`config.mk`:
```
export PLATFORM = sky130hd
export DESIGN_NAME = key_matrix_scan
export DESIGN_NICKNAME = d
export VERILOG_FILES = /design/src/rtl/key_matrix_scan.sv
export SDC_FILE = /design/constraint.sdc
export NUM_CORES = 1
export LEC_CHECK = 0
export BUFFER_PORTS_ARGS = -buffer_cell sky130_fd_sc_hd__buf_2
export CAP_MARGIN = 15
export CORE_ASPECT_RATIO = 1.4
export CORE_MARGIN = 3
export CORE_UTILIZATION = 30
export CTS_BUF_LIST = sky130_fd_sc_hd__clkbuf_4 sky130_fd_sc_hd__clkbuf_8
export DETAILED_ROUTE_END_ITERATION = 10
export PLACE_DENSITY = 0.49
export REMOVE_ABC_BUFFERS = 1
export SYNTH_ARGS = -nofsm -noshare
export SYNTH_HDL_FRONTEND = slang
export SYNTH_SLANG_ARGS = --single-unit
```
`constraint.sdc`:
```
create_clock -name clk -period 10.67 [get_ports clk]
set_input_delay 1.067 -clock clk [delete_from_list [all_inputs] [get_ports clk]]
set_output_delay 1.067 -clock clk [all_outputs]
set_load 0.05 [all_outputs]
```
`src/rtl/key_matrix_scan.sv`:
```
// key_matrix_scan: strobes a key matrix column by column, debounces every key and streams press/release events (define KEY_SCAN_FIFO_EN for a 4-entry event FIFO)
module key_matrix_scan #(
    parameter int N_COL    = 4,
    parameter int N_ROW    = 3,
    parameter int SETTLE   = 4,
    parameter int DEBOUNCE = 3,
    localparam int N_KEY   = N_COL * N_ROW,
    localparam int KW      = (N_KEY > 1) ? $clog2(N_KEY) : 1
) (
    input  logic             clk,
    input  logic             rst,
    output logic [N_COL-1:0] col_o,
    input  logic [N_ROW-1:0] row_i,
    output logic             evt_valid,
    input  logic             evt_ready,
    output logic [KW-1:0]    evt_key,
    output logic             evt_press,
    output logic [N_KEY-1:0] key_state
);
    localparam int CW = (N_COL > 1) ? $clog2(N_COL) : 1;
    localparam int RW = (N_ROW > 1) ? $clog2(N_ROW) : 1;
    localparam int SW = (SETTLE > 1) ? $clog2(SETTLE) : 1;
    localparam int DW = (DEBOUNCE > 1) ? $clog2(DEBOUNCE) : 1;

    typedef enum logic [1:0] {DRIVE, LATCH, CHECK} state_t;

    state_t           state_q, state_d;
    logic [SW-1:0]    settle_q, settle_d;
    logic [CW-1:0]    col_idx_q, col_idx_d;
    logic [RW-1:0]    row_idx_q, row_idx_d;
    logic [N_COL-1:0] col_q, col_d;
    logic [N_ROW-1:0] sync1_q, sync1_d, sync2_q, sync2_d, sample_q, sample_d;
    logic [N_KEY-1:0] key_state_q, key_state_d;
    logic [DW-1:0]    cnt_q [N_KEY];
    logic [DW-1:0]    cnt_d [N_KEY];
    logic [KW-1:0]    key_k;
    logic             slot_full, load, advance, pop;

    assign key_k = KW'(col_idx_q) * KW'(N_ROW) + KW'(row_idx_q);

    // scan FSM, debounce counters and event requests; a blocked event freezes the whole scan
    always_comb begin
        state_d     = state_q;
        settle_d    = settle_q;
        col_idx_d   = col_idx_q;
        row_idx_d   = row_idx_q;
        sample_d    = sample_q;
        key_state_d = key_state_q;
        cnt_d       = cnt_q;
        sync1_d     = row_i;
        sync2_d     = sync1_q;
        load        = 1'b0;
        advance     = 1'b0;
        case (state_q)
            DRIVE: begin
                settle_d = (settle_q == SW'(SETTLE - 1)) ? '0 : settle_q + 1'b1;
                state_d  = (settle_q == SW'(SETTLE - 1)) ? LATCH : DRIVE;
            end
            LATCH: begin
                sample_d = sync2_q;
                state_d  = CHECK;
            end
            CHECK: begin
                if (sample_q[row_idx_q] == key_state_q[key_k]) begin
                    cnt_d[key_k] = '0;
                    advance      = 1'b1;
                end else if (cnt_q[key_k] == DW'(DEBOUNCE - 1)) begin
                    if (!slot_full) begin
                        key_state_d[key_k] = ~key_state_q[key_k];
                        cnt_d[key_k]       = '0;
                        load               = 1'b1;
                        advance            = 1'b1;
                    end
                end else begin
                    cnt_d[key_k] = cnt_q[key_k] + 1'b1;
                    advance      = 1'b1;
                end
                if (advance) begin
                    if (row_idx_q == RW'(N_ROW - 1)) begin
                        row_idx_d = '0;
                        state_d   = DRIVE;
                        col_idx_d = (col_idx_q == CW'(N_COL - 1)) ? '0 : col_idx_q + 1'b1;
                    end else begin
                        row_idx_d = row_idx_q + 1'b1;
                    end
                end
            end
            default: state_d = DRIVE;
        endcase
        col_d = N_COL'(1) << col_idx_d;
    end

    // scan state registers
    always_ff @(posedge clk) begin
        if (rst) begin
            state_q     <= DRIVE;
            settle_q    <= '0;
            col_idx_q   <= '0;
            row_idx_q   <= '0;
            col_q       <= '0;
            sync1_q     <= '0;
            sync2_q     <= '0;
            sample_q    <= '0;
            key_state_q <= '0;
            cnt_q       <= '{default: '0};
        end else begin
            state_q     <= state_d;
            settle_q    <= settle_d;
            col_idx_q   <= col_idx_d;
            row_idx_q   <= row_idx_d;
            col_q       <= col_d;
            sync1_q     <= sync1_d;
            sync2_q     <= sync2_d;
            sample_q    <= sample_d;
            key_state_q <= key_state_d;
            cnt_q       <= cnt_d;
        end
    end

    assign col_o     = col_q;
    assign key_state = key_state_q;

`ifdef KEY_SCAN_FIFO_EN
    logic [KW-1:0] fifo_key_q [4];
    logic [KW-1:0] fifo_key_d [4];
    logic [3:0]    fifo_press_q, fifo_press_d;
    logic [1:0]    rd_q, rd_d, wr_q, wr_d;
    logic [2:0]    fill_q, fill_d;

    assign pop       = (fill_q != 3'd0) & evt_ready;
    assign slot_full = (fill_q == 3'd4) & ~evt_ready;

    // event FIFO: push and pop may happen in the same cycle, even when full
    always_comb begin
        fifo_key_d   = fifo_key_q;
        fifo_press_d = fifo_press_q;
        if (load) begin
            fifo_key_d[wr_q]   = key_k;
            fifo_press_d[wr_q] = ~key_state_q[key_k];
        end
        wr_d   = wr_q + 2'(load);
        rd_d   = rd_q + 2'(pop);
        fill_d = fill_q + 3'(load) - 3'(pop);
    end

    // event FIFO registers
    always_ff @(posedge clk) begin
        if (rst) begin
            fifo_key_q   <= '{default: '0};
            fifo_press_q <= '0;
            rd_q         <= '0;
            wr_q         <= '0;
            fill_q       <= '0;
        end else begin
            fifo_key_q   <= fifo_key_d;
            fifo_press_q <= fifo_press_d;
            rd_q         <= rd_d;
            wr_q         <= wr_d;
            fill_q       <= fill_d;
        end
    end

    assign evt_valid = fill_q != 3'd0;
    assign evt_key   = fifo_key_q[rd_q];
    assign evt_press = fifo_press_q[rd_q];
`else
    logic          evt_valid_q, evt_valid_d, evt_press_q, evt_press_d;
    logic [KW-1:0] evt_key_q, evt_key_d;

    assign pop       = evt_valid_q & evt_ready;
    assign slot_full = evt_valid_q & ~evt_ready;

    // single holding register: a new event may replace the one accepted this cycle
    always_comb begin
        evt_valid_d = load | (evt_valid_q & ~pop);
        evt_key_d   = load ? key_k : evt_key_q;
        evt_press_d = load ? ~key_state_q[key_k] : evt_press_q;
    end

    // holding register
    always_ff @(posedge clk) begin
        if (rst) begin
            evt_valid_q <= 1'b0;
            evt_key_q   <= '0;
            evt_press_q <= 1'b0;
        end else begin
            evt_valid_q <= evt_valid_d;
            evt_key_q   <= evt_key_d;
            evt_press_q <= evt_press_d;
        end
    end

    assign evt_valid = evt_valid_q;
    assign evt_key   = evt_key_q;
    assign evt_press = evt_press_q;
`endif
endmodule

```
==> flow_metrics.py <==
metrics = {
    "status": {
        "status": "completed",
    },
    "setup_path": {
        "slowest_delay_ns": 0.82,
        "worstSetupEndpointType": "register",
        "cp-start-kind": "register",
        "worstPathMaxFanout": 18,
        "cp_cell_sequence": "fa_1, ha_1, mux4_2, nand2_1, a21oi_1, a31oi_1, ha_1, nand3b_1, a2111oi_4, nor2_1, nand2_1, mux2_2",
        "cp_slowest_cell": "sky130_fd_sc_hd__nor2_1",
        "cp.buffers_inverters": 0,
        "cp.required_ns": 10.91,
        "worstPathArrival_ns": 4.70,
        "setup.worst_path.class": "register to register",
        "cpLargestDelayFamily": "adder cells",
    },
    "pwr": {
        "power.density_cell_area_nw_per_um2": 141,
        "switching_share_of_power_pct": 22.1,
        "intPower_mw": 0.388,
        "power.static_leakage_nw": 1.35,
        "p_clk_share_pct": 45.7,
        "switchingPower_mw": 0.110,
        "pwr-share-comb_pct": 5.6,
        "power.sequential.fraction_pct": 48.7,
        "vdd_ir_drop_max_uv": 69.4,
    },
    "detailed_routing": {
        "drt_iter0_markers": 95,
        "drt_drc_violations_left": 0,
        "route.detailed.vias_per_inst": 5.01,
        "detail_route.wl_per_cell_um": 15.8,
        "vias_after_detailed_routing": 2404,
        "detail-route-antenna-nets": 0,
        "drt_pass_1_iters": 4,
        "route.final.wire_length_um": 7570,
    },
    "clock_network": {
        "clockRootBuffer": "sky130_fd_sc_hd__clkbuf_8",
        "cts_hold_buffers": 0,
        "tritoncts": "yes",
        "clk_pin_slew_ns": 0.06,
        "htree_num_levels": 3,
        "cts_inserted_buffers": 9,
        "cts.sinks": 63,
        "post_cts_resize_count": 0,
        "clock_latency_at_the_later_pin_of_the_worst_skew_pair_ns": 0.35,
        "clock_path_buffers": 2,
        "post-cts-setup-buffers": 0,
    },
    "synth": {
        "top_reg_cell_synth": "sky130_fd_sc_hd__dfxtp_1",
        "yosysUniqueCellTypes": 46,
        "count_of_flip_flops_with_a_built_in_enable_after_synthesis": 0,
        "asyncSetResetFlopFracSynth_pct": 0,
        "avgSynthCellArea_um2": 9.57,
        "synth-warning-count": 0,
        "synth.cell_area_um2": 3090,
        "syn_inst": 323,
        "yosysSeqAreaShare_pct": 40.8,
        "ys_seq_elements": 63,
    },
    "global_routing": {
        "globalRouteMet2Util_pct": 22.7,
        "grt.busiest_layer": "met2",
        "groute.layer.met3.usage_pct": 4.06,
        "grtUsageMet1_pct": 16.8,
        "first_pass_grt_wire_length_um": 12400,
        "number_of_global_route_vias_before_repair": 2295,
        "largest_net_degree_at_the_start_of_global_routing": 48,
        "antenna_found_initial": 0,
        "grt-ovfl-total": 0,
        "grtUsageTotal_pct": 13.9,
    },
    "sta": {
        "worst_slew_pin_slew_ns": 1.04,
        "grt_setup_unrepaired": "no",
        "timing.hold.ws_ns": 0.440,
        "final.setup.tns_ns": 0,
        "setup_viol": 0,
        "finalMaxSlewViolations": 0,
        "fin_crit_ns": 4.46,
        "fin_worst_skew_ns": 0.00780,
        "max_slew_margin_pct": 30.6,
        "period_share_pct": 41.8,
        "finalHoldViolCount": 0,
        "max_freq_ghz": 0.224,
    },
    "placement": {
        "dpl-instance-area_um2": 3310,
        "gp_congestion": 0.785,
        "hpwl_um": 5300,
        "numPortBuffers": 27,
    },
    "cells_and_area": {
        "fillCellCount": 1065,
        "multi_input_comb_area_um2": 1710,
        "drive_gt1_share_pct": 20.0,
        "antennaDiodeCount": 0,
        "signed_area_change_from_the_synthesized_netlist_to_the_final_layout_pct": 13.9,
        "mostFrequentLayoutCells": "63 x sky130_fd_sc_hd__dfxtp_1, 37 x sky130_fd_sc_hd__nand2_1, 30 x sky130_fd_sc_hd__mux2i_1",
        "leading_cell_type_in_the_layout_fill_and_taps_excluded": "sky130_fd_sc_hd__dfxtp_1",
        "final_core_utilization_pct": 35.2,
        "seqCellArea_um2": 1260,
        "design_area_um2": 3520,
        "finish.net_count": 354,
    },
    "die": {
        "die-height_um": 126,
        "num_io_pins": 28,
        "die_w_um": 91.8,
        "die-area_um2": 11600,
        "floorplan.rows": 43,
        "initial_utilization_pct": 30.9,
        "core_area_um2": 10000,
    },
    "worst_hold_path": {
        "min_path_type": "register to register",
    },
    "run": {
        "maxCapViolCount": 0,
    },
}
[kinds of logic (layout without fill, tap and decap cells)]
logic type	after synthesis	in the layout	share of synthesized area, %
AO/OA/AOI/OAI	45	45	12.0
multiplexers	39	39	15.9
flip-flops	63	63	40.8
buffers and inverters	26	48	4.01
adder cells (fa/ha/maj)	7	7	3.32
AND/OR/NAND/NOR	143	143	24.0
[stage by stage]
step                total power [mW]  cells  worst slack (ns)
floorplan                      0.266    301              6.84
global placement               0.276    464              6.32
detailed placement             0.276    465              6.22
CTS                            0.508    480              6.22
global route                   0.520    480              5.84
finish                         0.498    480              6.21
[sequential cells by signal (all words and copies together) (netlist names)]
name,flops
cnt_q,24
col_idx_q,2
col_o,4
evt_key,4
evt_press,1
evt_valid,1
key_state,12
row_idx_q,2
sample_q,3
settle_q,2
state_q,2
sync1_q,3
sync2_q,3
[synthesized netlist by cell type (2+ instances only)]
master                      number  area, um2
sky130_fd_sc_hd__dfxtp_1        63       1260
sky130_fd_sc_hd__nand2_1        37        139
sky130_fd_sc_hd__mux2i_1        30        300
sky130_fd_sc_hd__nor3_1         26        130
sky130_fd_sc_hd__nor2b_1        23        144
sky130_fd_sc_hd__nor2_1         20       75.1
sky130_fd_sc_hd__a21oi_1        18       90.1
sky130_fd_sc_hd__clkbuf_1       14       52.6
sky130_fd_sc_hd__nand3_1        14       70.1
sky130_fd_sc_hd__mux4_2          8        180
sky130_fd_sc_hd__o2bb2ai_2       6       90.1
sky130_fd_sc_hd__ha_1            5       62.6
sky130_fd_sc_hd__o21ai_0         5       25.0
sky130_fd_sc_hd__inv_1           4       15.0
sky130_fd_sc_hd__nand3b_1        4       30.0
sky130_fd_sc_hd__nor4_1          4       25.0
sky130_fd_sc_hd__buf_2           3       15.0
sky130_fd_sc_hd__buf_6           3       33.8
sky130_fd_sc_hd__nand2b_1        3       18.8
sky130_fd_sc_hd__a21o_1          2       15.0
sky130_fd_sc_hd__a31oi_1         2       12.5
sky130_fd_sc_hd__buf_1           2       7.51
sky130_fd_sc_hd__fa_1            2       40.0
sky130_fd_sc_hd__nor3_2          2       20.0
sky130_fd_sc_hd__o2bb2ai_1       2       17.5
[area by class of cell]
class / count / share of cell area (%)
inverter: 4 / 0.426
tap: 135 / 4.80
clock inverter: 4 / 1.99
timing repair buffer: 29 / 4.37
clock buffer: 11 / 4.12
multi-input combinational: 234 / 48.5
sequential: 63 / 35.8
[final timing paths]
path	startpoint	endpoint	slack, ns	cells past startpoint
setup / recovery	col_idx_q[1]	row_idx_q[0]	6.21	12
hold / removal	sync1_q[0]	sync2_q[0]	0.44	1
setup reg to reg	col_idx_q[1]	row_idx_q[0]	6.21	12
hold reg to reg	sync1_q[0]	sync2_q[0]	0.44	1
[metal layers]
layer	wire, um	up-vias	share of wire, %
met3	313	11	4.1
li1	-	1196	-
met5	0	-	0
met4	191	0	2.5
met2	3810	62	50
met1	3260	1135	43
[power groups by stage]
| stage | logic (mW) | registers (mW) | clock network (mW) |
|---|---|---|---|
| 6_report | 0.0281 | 0.242 | 0.228 |
| 3_3_place_gp | 0.0282 | 0.248 | 0 |
| 2_1_floorplan | 0.0186 | 0.248 | 0 |
| 3_5_place_dp | 0.0285 | 0.248 | 0 |
| 5_1_grt | 0.0321 | 0.243 | 0.245 |
| 4_1_cts | 0.0285 | 0.242 | 0.237 |
(Power assumes the default switching activity.)
